## src/rtl/cascaded_down_timer_pkg.sv

```systemverilog
// rtl/cascaded_down_timer_pkg.sv - shared state encoding and width helper for the cascaded down timer
package cascaded_down_timer_pkg;

  typedef enum logic {
    IDLE = 1'b0,
    RUN  = 1'b1
  } state_t;

  function automatic int total_width(input int counter_size, input int num_counters);
    return counter_size * num_counters;
  endfunction

endpackage

```

## src/rtl/n_bit_down_counter.sv

```systemverilog
// rtl/n_bit_down_counter.sv - one loadable down-counter stage with zero flag for the borrow chain
module n_bit_down_counter #(
  parameter int COUNTER_SIZE = 16
) (
  input  logic                    clk,
  input  logic                    reset,
  input  logic                    enable,
  input  logic                    load,
  input  logic [COUNTER_SIZE-1:0] loadValue,
  output logic [COUNTER_SIZE-1:0] count,
  output logic                    isZero
);

  localparam logic [COUNTER_SIZE-1:0] ONE = COUNTER_SIZE'(1);

  // Decrementing from zero wraps to all-ones, which is what the borrow chain relies on.
  always_ff @(posedge clk) begin
    if (reset) begin
      count <= '0;
    end else if (load) begin
      count <= loadValue;
    end else if (enable) begin
      count <= count - ONE;
    end
  end

  assign isZero = (count == '0);

endmodule

```

## src/rtl/cascaded_down_timer.sv

```systemverilog
// rtl/cascaded_down_timer.sv - chained down-counter timer with expiry pulse and optional auto-reload
module cascaded_down_timer
  import cascaded_down_timer_pkg::*;
#(
  parameter int  COUNTER_SIZE = 16,
  parameter int  NUM_COUNTERS = 4,
  localparam int W            = total_width(COUNTER_SIZE, NUM_COUNTERS)
) (
  input  logic         clk,
  input  logic         reset,
  input  logic         load,
  input  logic [W-1:0] loadValue,
  input  logic         start,
  input  logic         stop,
  input  logic         autoReload,
  output logic [W-1:0] count,
  output logic         busy,
  output logic         expired
);

  localparam logic [COUNTER_SIZE-1:0] STAGE_ONE = COUNTER_SIZE'(1);
  localparam logic [NUM_COUNTERS-1:0] LSB_MASK  = NUM_COUNTERS'(1);

  state_t                  state;
  state_t                  state_next;
  logic                    expired_next;
  logic [W-1:0]            reload_reg;
  logic [NUM_COUNTERS-1:0] is_zero;
  logic [NUM_COUNTERS-1:0] borrow;
  logic [NUM_COUNTERS-1:0] stage_en;
  logic                    stage_load;
  logic [W-1:0]            stage_value;
  logic                    count_dec;
  logic                    count_is_one;
  logic                    count_is_zero;

  assign count_is_zero = &is_zero;
  assign count_is_one  = (count[COUNTER_SIZE-1:0] == STAGE_ONE) && (&(is_zero | LSB_MASK));

  // borrow[j] is high when every stage below j is zero; stage 0 always borrows.
  always_comb begin
    borrow    = '0;
    borrow[0] = 1'b1;
    for (int j = 1; j < NUM_COUNTERS; j++) begin
      borrow[j] = borrow[j-1] & is_zero[j-1];
    end
  end

  assign stage_en = {NUM_COUNTERS{count_dec}} & borrow;

  always_comb begin
    state_next   = state;
    expired_next = 1'b0;
    stage_load   = 1'b0;
    stage_value  = loadValue;
    count_dec    = 1'b0;
    if (load) begin
      stage_load = 1'b1;
      state_next = IDLE;
    end else if (state == RUN) begin
      if (stop) begin
        state_next = IDLE;
      end else if (count_is_one && autoReload) begin
        stage_load   = 1'b1;
        stage_value  = reload_reg;
        expired_next = 1'b1;
      end else begin
        count_dec = 1'b1;
        if (count_is_one) begin
          state_next   = IDLE;
          expired_next = 1'b1;
        end
      end
    end else if (start && !stop && !count_is_zero) begin
      state_next = RUN;
    end
  end

  always_ff @(posedge clk) begin
    if (reset) begin
      state      <= IDLE;
      expired    <= 1'b0;
      reload_reg <= '0;
    end else begin
      state   <= state_next;
      expired <= expired_next;
      if (load) begin
        reload_reg <= loadValue;
      end
    end
  end

  assign busy = (state == RUN);

  for (genvar j = 0; j < NUM_COUNTERS; j++) begin : g_stage
    n_bit_down_counter #(
      .COUNTER_SIZE(COUNTER_SIZE)
    ) u_stage (
      .clk      (clk),
      .reset    (reset),
      .enable   (stage_en[j]),
      .load     (stage_load),
      .loadValue(stage_value[j*COUNTER_SIZE +: COUNTER_SIZE]),
      .count    (count[j*COUNTER_SIZE +: COUNTER_SIZE]),
      .isZero   (is_zero[j])
    );
  end

endmodule
```

## config.mk

```make
export PLATFORM = sky130hd
export DESIGN_NAME = cascaded_down_timer
export DESIGN_NICKNAME = d
export VERILOG_FILES = /design/src/rtl/cascaded_down_timer_pkg.sv /design/src/rtl/n_bit_down_counter.sv /design/src/rtl/cascaded_down_timer.sv
export SDC_FILE = /design/constraint.sdc
export NUM_CORES = 1
export LEC_CHECK = 0
export CAP_MARGIN = 10
export CORE_MARGIN = 2
export CORE_UTILIZATION = 37
export CTS_CLUSTER_DIAMETER = 40
export DETAILED_ROUTE_END_ITERATION = 8
export PLACE_DENSITY = 0.65
export RECOVER_POWER = 25
export SYNTH_ARGS = -nofsm -noshare
export SYNTH_HDL_FRONTEND = slang
export SYNTH_SLANG_ARGS = --single-unit
```

## constraint.sdc

```tcl
create_clock -name clk -period 2.3 [get_ports clk]
set_clock_uncertainty 0.05 [all_clocks]
set_input_delay 0.46 -clock clk [delete_from_list [all_inputs] [get_ports clk]]
set_output_delay 0.46 -clock clk [all_outputs]
set_load 0.02 [all_outputs]
```

==> results of run 1 <==
## metrics by stage
stage	worst slack [ns]	setup TNS, ns	power (mW)	area, sq um	hold WS, ns
6_report	-0.211	-5.56	7.08	10800	0.412
5_1_grt	-0.294	-10.95	7.38	10800	0.426
4_1_cts	-0.0825	-1.24	7.02	10400	0.415
3_5_place_dp	-0.322	-7.18	4.16	9490	0.406
3_3_place_gp	-0.274	-4.85	4.14	9490	0.400
2_1_floorplan	-0.0346	-0.220	3.43	6930	0.392
## layer usage
| layer | up-vias | part of all wire, % |
|---|---|---|
| met5 | - | 0 |
| met4 | 0 | 1.7 |
| met3 | 29 | 5.4 |
| met2 | 201 | 47 |
| met1 | 3503 | 46 |
| li1 | 3627 | - |
## cell families after synthesis
group	count (synthesis)	synth area share (%)
fa+ha+maj	9	1.65
simple gates	341	24.6
buf+inv	73	4.92
xor+xnor	31	3.99
mux	28	4.23
flops	130	38.2
compound gates	230	22.3
## worst max-delay path, cell delays in order, from the launching register on
cell,delay (ns)
dfxtp_2,0.33
nor4_4,0.28
buf_4,0.17
nand4_1,0.17
nor4_2,0.34
and3_4,0.24
buf_6,0.10
o31a_1,0.19
buf_4,0.15
buf_12,0.14
buf_6,0.10
o21ai_2,0.04
a31oi_1,0.13
## where the power goes
group | total, mW | switching, mW | internal (mW) | leakage (nW)
clock | 2.77 | 0.968 | 1.80 | 0.293
sequential | 2.51 | 0.109 | 2.40 | 1.08
combinational | 1.80 | 0.909 | 0.889 | 2.99
## cells in the mapped netlist, drive strengths merged, types with 3 or more instances
cell	n	area, sq um
nand2	141	529
nand4b	4	35.0
ha	9	113
nor2	81	304
nor3	32	165
or4	4	30.0
xnor2	13	114
nor4	20	221
inv	16	60.1
nor2b	4	25.0
nand2b	3	18.8
a22oi	3	27.5
o221ai	6	52.6
buf	23	148
xor2	18	158
a311oi	18	158
o211a	4	40.0
nand3b	4	30.0
o22ai	8	50.1
a211oi	4	30.0
o211ai	33	248
and4	3	26.3
mux2	3	37.5
mux2i	25	250
and3	8	51.3
a2111oi	5	62.6
a21oi	68	340
o21ai	41	209
nand3	15	80.1
nand4	10	81.3
a31oi	19	119
clkbuf	33	124
dfxtp	130	2600
or3	9	56.3
## area by class of cell
class | instances | area (sq um)
fillers | 1557 | 7200
multi-input cells | 639 | 4320
diodes | 1 | 2.50
flip-flops and latches | 130 | 2630
repair buffers | 312 | 2920
inverters | 17 | 63.8
clock inverters | 5 | 100
clock buffers | 25 | 495
well taps | 229 | 287
## worst min path at each step
| stage | endpoint | slack (ns) | cells after the start |
|---|---|---|---|
| 2_1_floorplan | reload_reg[12]$_SDFFE_PP0P_ | 0.39 | 2 |
| 3_3_place_gp | reload_reg[3]$_SDFFE_PP0P_ | 0.40 | 2 |
| 3_5_place_dp | reload_reg[12]$_SDFFE_PP0P_ | 0.41 | 2 |
| 4_1_cts | reload_reg[61]$_SDFFE_PP0P_ | 0.41 | 2 |
| 5_1_grt | reload_reg[5]$_SDFFE_PP0P_ | 0.43 | 2 |
| 6_report | reload_reg[62]$_SDFFE_PP0P_ | 0.41 | 2 |
## placed cells by master (no fill, tap or decap), types with 7 or more instances in the layout
cell and instances:
o21ai_0 18, xnor2_1 13, nand3_1 12, ha_1 8, nor4_1 8, xor2_1 18
o211ai_1 33, nand4_1 7, nor2_2 8, nor2_4 7, or3_1 9, buf_12 11
clkdlybuf4s50_1 133, o21ai_2 9, mux2i_1 25, nor3_1 25, a21oi_1 65, o22ai_1 7
clkbuf_16 19, buf_4 147, a311oi_1 12, a31oi_1 17, inv_1 14, dfxtp_2 18
nor4_4 11, o21ai_1 13, nand2_1 137, buf_6 18, nor2_1 66, dfxtp_1 111
## timing repair
item,CTS,global route
buffers inserted,17,18
cloned,2,4
setup endpoints to repair,59,59
pin swaps,27,31
gates resized for setup,43,81
==> impl_metrics.py, run 1 <==
metrics = {
    "outcome": {
        "status": "finished, violations left",
        "violations": "negative setup slack",
    },
    "synth": {
        "yosysWarningCount": 0,
        "avgSynthCellArea_sq_um": 8.09,
        "syn_area_sq_um": 6810,
        "syn_inst": 842,
        "synth_nets": 921,
        "synth-seq-cells": 130,
        "synth_edf_count": 0,
        "async_flop_share_pct": 0,
        "ys_types": 66,
        "ys_seq_area_share_pct": 38.2,
        "synth_ff_type": "dfxtp_1",
    },
    "worst_setup_path": {
        "worstSetupPathType": "register to register",
        "start_kind": "register",
        "rr_worst_depth": 12,
        "crit_fanout": 8,
        "crit_path_end_kind": "register",
        "reg2reg_to": "g_stage[3].u_stage.count[1]$_SDFFE_PP0P_",
        "r2r_slack_ns": -0.21,
        "cp-endpoint": "g_stage[3].u_stage.count[1]$_SDFFE_PP0P_",
        "cp_data_arrival_time_ns": 2.81,
        "startpoint": "g_stage[1].u_stage.count[9]$_SDFFE_PP0P_",
        "crit-reg2reg-launch": "g_stage[1].u_stage.count[9]$_SDFFE_PP0P_",
        "worstPathRequired_ns": 2.60,
    },
    "grt": {
        "globalRouteOverflowTotal": 0,
        "antenna_found_initial": 1,
        "grt_max_degree": 99,
        "grt_usage_pct": 22.7,
        "grt_busiest_layer": "met2",
        "grt_pass1_vias": 7001,
        "grt_pass1_wl_mm": 35.9,
        "grtUsageMet3_pct": 5.09,
        "grtUsageMet2_pct": 37.1,
        "use_met1_pct": 30.0,
    },
    "route": {
        "wirelength_mm": 23.2,
        "wl_per_cell_microns": 17.1,
        "vias_per_cell": 5.42,
        "drc": 0,
        "drt_iter0_drc": 442,
        "vias": 7360,
        "postRouteAntennaNets": 0,
        "drt_first_pass_iters": 5,
    },
    "cts": {
        "clock_tree.buffer_depth": 2,
        "clock_latency_ns": 0.43,
        "cts-root-buf": "clkbuf_16",
        "cts_made_buffers": 17,
        "htreeDepth": 4,
        "holdBufCountCts": 0,
        "clk_pin_slew_ns": 0.06,
        "cts_tree": "yes",
        "cts.sinks": 130,
    },
    "floorplanning": {
        "initial_core_util_pct": 37.8,
        "rows": 49,
        "chipHeight_microns": 140,
        "core-area_sq_um": 18000,
        "dieArea_sq_um": 19500,
        "die_w_microns": 140,
        "pin_count": 136,
    },
    "placement": {
        "hpwlAfterDp_mm": 15.1,
        "portBuffers": 135,
        "placed_cells": 1290,
        "place.gp.congestion": 0.861,
    },
    "layout": {
        "final_util_pct": 60.1,
        "layout-drive-gt1-share_pct": 27.7,
        "finalNonFillerCells": 1358,
        "area_growth_pct": 59.0,
        "fin_nets": 1196,
    },
    "sta": {
        "hold_viol": 0,
        "worst_pin_slew_ns": 0.668,
        "worst_slack_ns": -0.211,
        "rsz0062_at_grt": "true",
        "max_freq_mhz": 398,
        "slew_headroom_pct": 55.4,
        "slew_violations": 0,
        "setup_viol": 44,
        "min_period_over_period_pct": 109,
        "finalCriticalPeriod_ns": 2.51,
    },
    "min_path": {
        "min_path_type": "register to register",
        "min_from": "reload_reg[62]$_SDFFE_PP0P_",
    },
    "power": {
        "ir_drop_mv": 0.536,
        "power.leakage_nw": 4.37,
        "power_density_nw_per_um2": 654,
    },
    "job": {
        "cap_violations": 0,
    },
}
Power figures use the tool's default switching activity.
==> inputs of run 2 (changes only) <==
--- a/config.mk
+++ b/config.mk
@@ -10,6 +10,7 @@
 export CORE_UTILIZATION = 37
 export CTS_CLUSTER_DIAMETER = 40
 export DETAILED_ROUTE_END_ITERATION = 8
+export GPL_TIMING_DRIVEN = 0
 export PLACE_DENSITY = 0.65
 export RECOVER_POWER = 25
 export SYNTH_ARGS = -nofsm -noshare
==> run 2 against run 1 <==
Largest cell class unchanged; maximum frequency shrank 2.2%; via count grew 2.7%; non-clock buffer count shrank 59; first-iteration DRC count grew 84%; combinational power shrank 14%; the flow still finishes with violations (negative setup slack); largest power group unchanged; setup slack lost 0.056 ns.
==> impl_metrics.py, run 2 (synthesis results as in run 1) <==
metrics = {
    "outcome": {
        "status": "finished, violations left",
        "violations": "negative setup slack",
    },
    "job": {
        "cap_violations": 0,
    },
    "grt": {
        "grt_usage_pct": 24.8,
        "grt_pass1_wl_mm": 38.2,
        "grt_pass1_vias": 6985,
        "antenna_found_initial": 0,
        "globalRouteOverflowTotal": 0,
        "grt_max_degree": 17,
    },
    "cts": {
        "clock_tree.buffer_depth": 2,
        "cts-root-buf": "clkbuf_16",
        "cts.sinks": 130,
        "htreeDepth": 4,
        "holdBufCountCts": 0,
        "cts_made_buffers": 17,
        "clock_latency_ns": 0.43,
        "clk_pin_slew_ns": 0.06,
        "cts_tree": "yes",
    },
    "worst_setup_path": {
        "crit_path_end_kind": "register",
        "worstSetupPathType": "register to register",
        "worstPathRequired_ns": 2.53,
        "start_kind": "register",
        "cp_data_arrival_time_ns": 2.80,
        "crit_fanout": 5,
    },
    "route": {
        "drc": 0,
        "vias": 7559,
        "vias_per_cell": 5.82,
        "drt_first_pass_iters": 5,
        "wirelength_mm": 25.6,
        "postRouteAntennaNets": 0,
        "wl_per_cell_microns": 19.7,
        "drt_iter0_drc": 812,
    },
    "placement": {
        "placed_cells": 1206,
        "portBuffers": 135,
        "hpwlAfterDp_mm": 16.8,
        "place.gp.congestion": 0.894,
    },
    "sta": {
        "min_period_over_period_pct": 112,
        "hold_viol": 0,
        "max_freq_mhz": 389,
        "slew_headroom_pct": 48.4,
        "slew_violations": 0,
        "worst_pin_slew_ns": 0.774,
        "finalCriticalPeriod_ns": 2.57,
        "setup_viol": 63,
        "worst_slack_ns": -0.267,
        "rsz0062_at_grt": "true",
    },
    "floorplanning": {
        "die_w_microns": 140,
        "initial_core_util_pct": 37.8,
        "chipHeight_microns": 140,
        "rows": 49,
        "dieArea_sq_um": 19500,
        "pin_count": 136,
        "core-area_sq_um": 18000,
    },
    "layout": {
        "n_antenna_cell": 0,
        "layout-drive-gt1-share_pct": 22.4,
        "final_cell_mix": "nand2_1, dfxtp_1, clkdlybuf4s50_1",
        "fin_nets": 1137,
        "finalNonFillerCells": 1299,
        "area_growth_pct": 51.9,
        "final_common_cell": "nand2_1",
    },
    "power": {
        "p_switching_mw": 2.05,
        "finalPower_mw": 6.98,
        "clkPwrFrac_pct": 40.8,
        "internal_power_mw": 4.93,
        "ir_drop_mv": 0.569,
        "power_frac_comb_pct": 22.0,
        "power_frac_seq_pct": 37.2,
        "p_sw_share_pct": 29.4,
        "power_density_nw_per_um2": 675,
        "power.leakage_nw": 4.06,
    },
    "min_path": {
        "min_path_type": "register to register",
    },
}
[run 2: cell count changes in the layout (fill, tap and decap cells not counted), moves of 5 or more]
cell	previous run	this run
dfxtp_1	111	106
clkbuf_1	4	25
clkdlybuf4s50_1	133	105
nand2_1	137	130
o21ai_0	18	23
dfxtp_4	1	10
clkbuf_16	19	24
buf_4	147	42
clkbuf_2	0	8
dlygate4sd3_1	0	30
buf_12	11	5
a21oi_2	3	8
nand2_2	3	8
a21oi_1	65	59
[run 2: routing by layer]
layer	track usage, %	part of all wire, %	vias to the layer above
li1	-	-	3520
met5	0	0	-
met3	4.85	8.5	64
met4	9.00	3.2	0
met1	34.3	43	3582
met2	38.5	46	393
[run 2: power by group through the flow]
| stage | Combinational (mW) | Sequential [mW] | Clock (mW) |
|---|---|---|---|
| 2_1_floorplan | 0.740 | 2.69 | 0 |
| 3_3_place_gp | 1.31 | 2.63 | 0 |
| 3_5_place_dp | 1.32 | 2.63 | 0 |
| 4_1_cts | 1.42 | 2.59 | 2.86 |
| 5_1_grt | 1.65 | 2.61 | 2.94 |
| 6_report | 1.54 | 2.59 | 2.85 |
[run 2: area by class of cell]
| cell class | instances | area, sq um |
|---|---|---|
| Buffer | 56 | 402 |
| Clock buffer | 21 | 482 |
| Clock inverter | 10 | 130 |
| Fill cell | 1612 | 7680 |
| Inverter | 17 | 63.8 |
| Multi-Input combinational cell | 639 | 4320 |
| Sequential cell | 130 | 2660 |
| Tap cell | 229 | 287 |
| Timing Repair Buffer | 197 | 2000 |
[run 2: worst paths after layout]
path                                                                start                                       end  slack, ns  cells after the start
worst max-delay path            g_stage[2].u_stage.count[10]$_SDFFE_PP0P_  g_stage[0].u_stage.count[8]$_SDFFE_PP0P_      -0.27                     10
worst min-delay path                          reload_reg[60]$_SDFFE_PP0P_               reload_reg[60]$_SDFFE_PP0P_       0.41                      2
worst max register to register  g_stage[2].u_stage.count[10]$_SDFFE_PP0P_  g_stage[0].u_stage.count[8]$_SDFFE_PP0P_      -0.27                     10
worst min register to register                reload_reg[60]$_SDFFE_PP0P_               reload_reg[60]$_SDFFE_PP0P_       0.41                      2
[run 2: repair_timing]
| action | 4_1_cts | 5_1_grt |
|---|---|---|
| buffers inserted | 32 | 22 |
| resized for setup | 93 | 88 |
| pin swaps | 36 | 45 |
| setup endpoints to repair | 114 | 106 |
| gates cloned | 4 | 5 |
[run 2: through the flow]
step / util [%] / instance area [sq um] / worst slack [ns] / setup TNS (ns) / hold WS (ns)
after floorplan: - / 6930 / -0.0346 / -0.220 / 0.392
after global placement: 47.5 / 8570 / -0.839 / -65.11 / 0.400
after detailed placement: 47.5 / 8570 / -0.855 / -66.68 / 0.406
after CTS: 54.3 / 9790 / -0.227 / -8.59 / 0.414
after global routing: 57.4 / 10300 / -0.362 / -18.26 / 0.427
final: 57.4 / 10300 / -0.267 / -10.76 / 0.412
[run 2: critical path, cell delays in order (launching register included)]
cell	delay, ns
dfxtp_2	0.36
nor4_4	0.39
nand3_2	0.15
nor4_4	0.33
buf_4	0.19
buf_6	0.11
nand3_4	0.11
buf_8	0.18
mux2_4	0.30
a22oi_2	0.15
o22ai_1	0.09
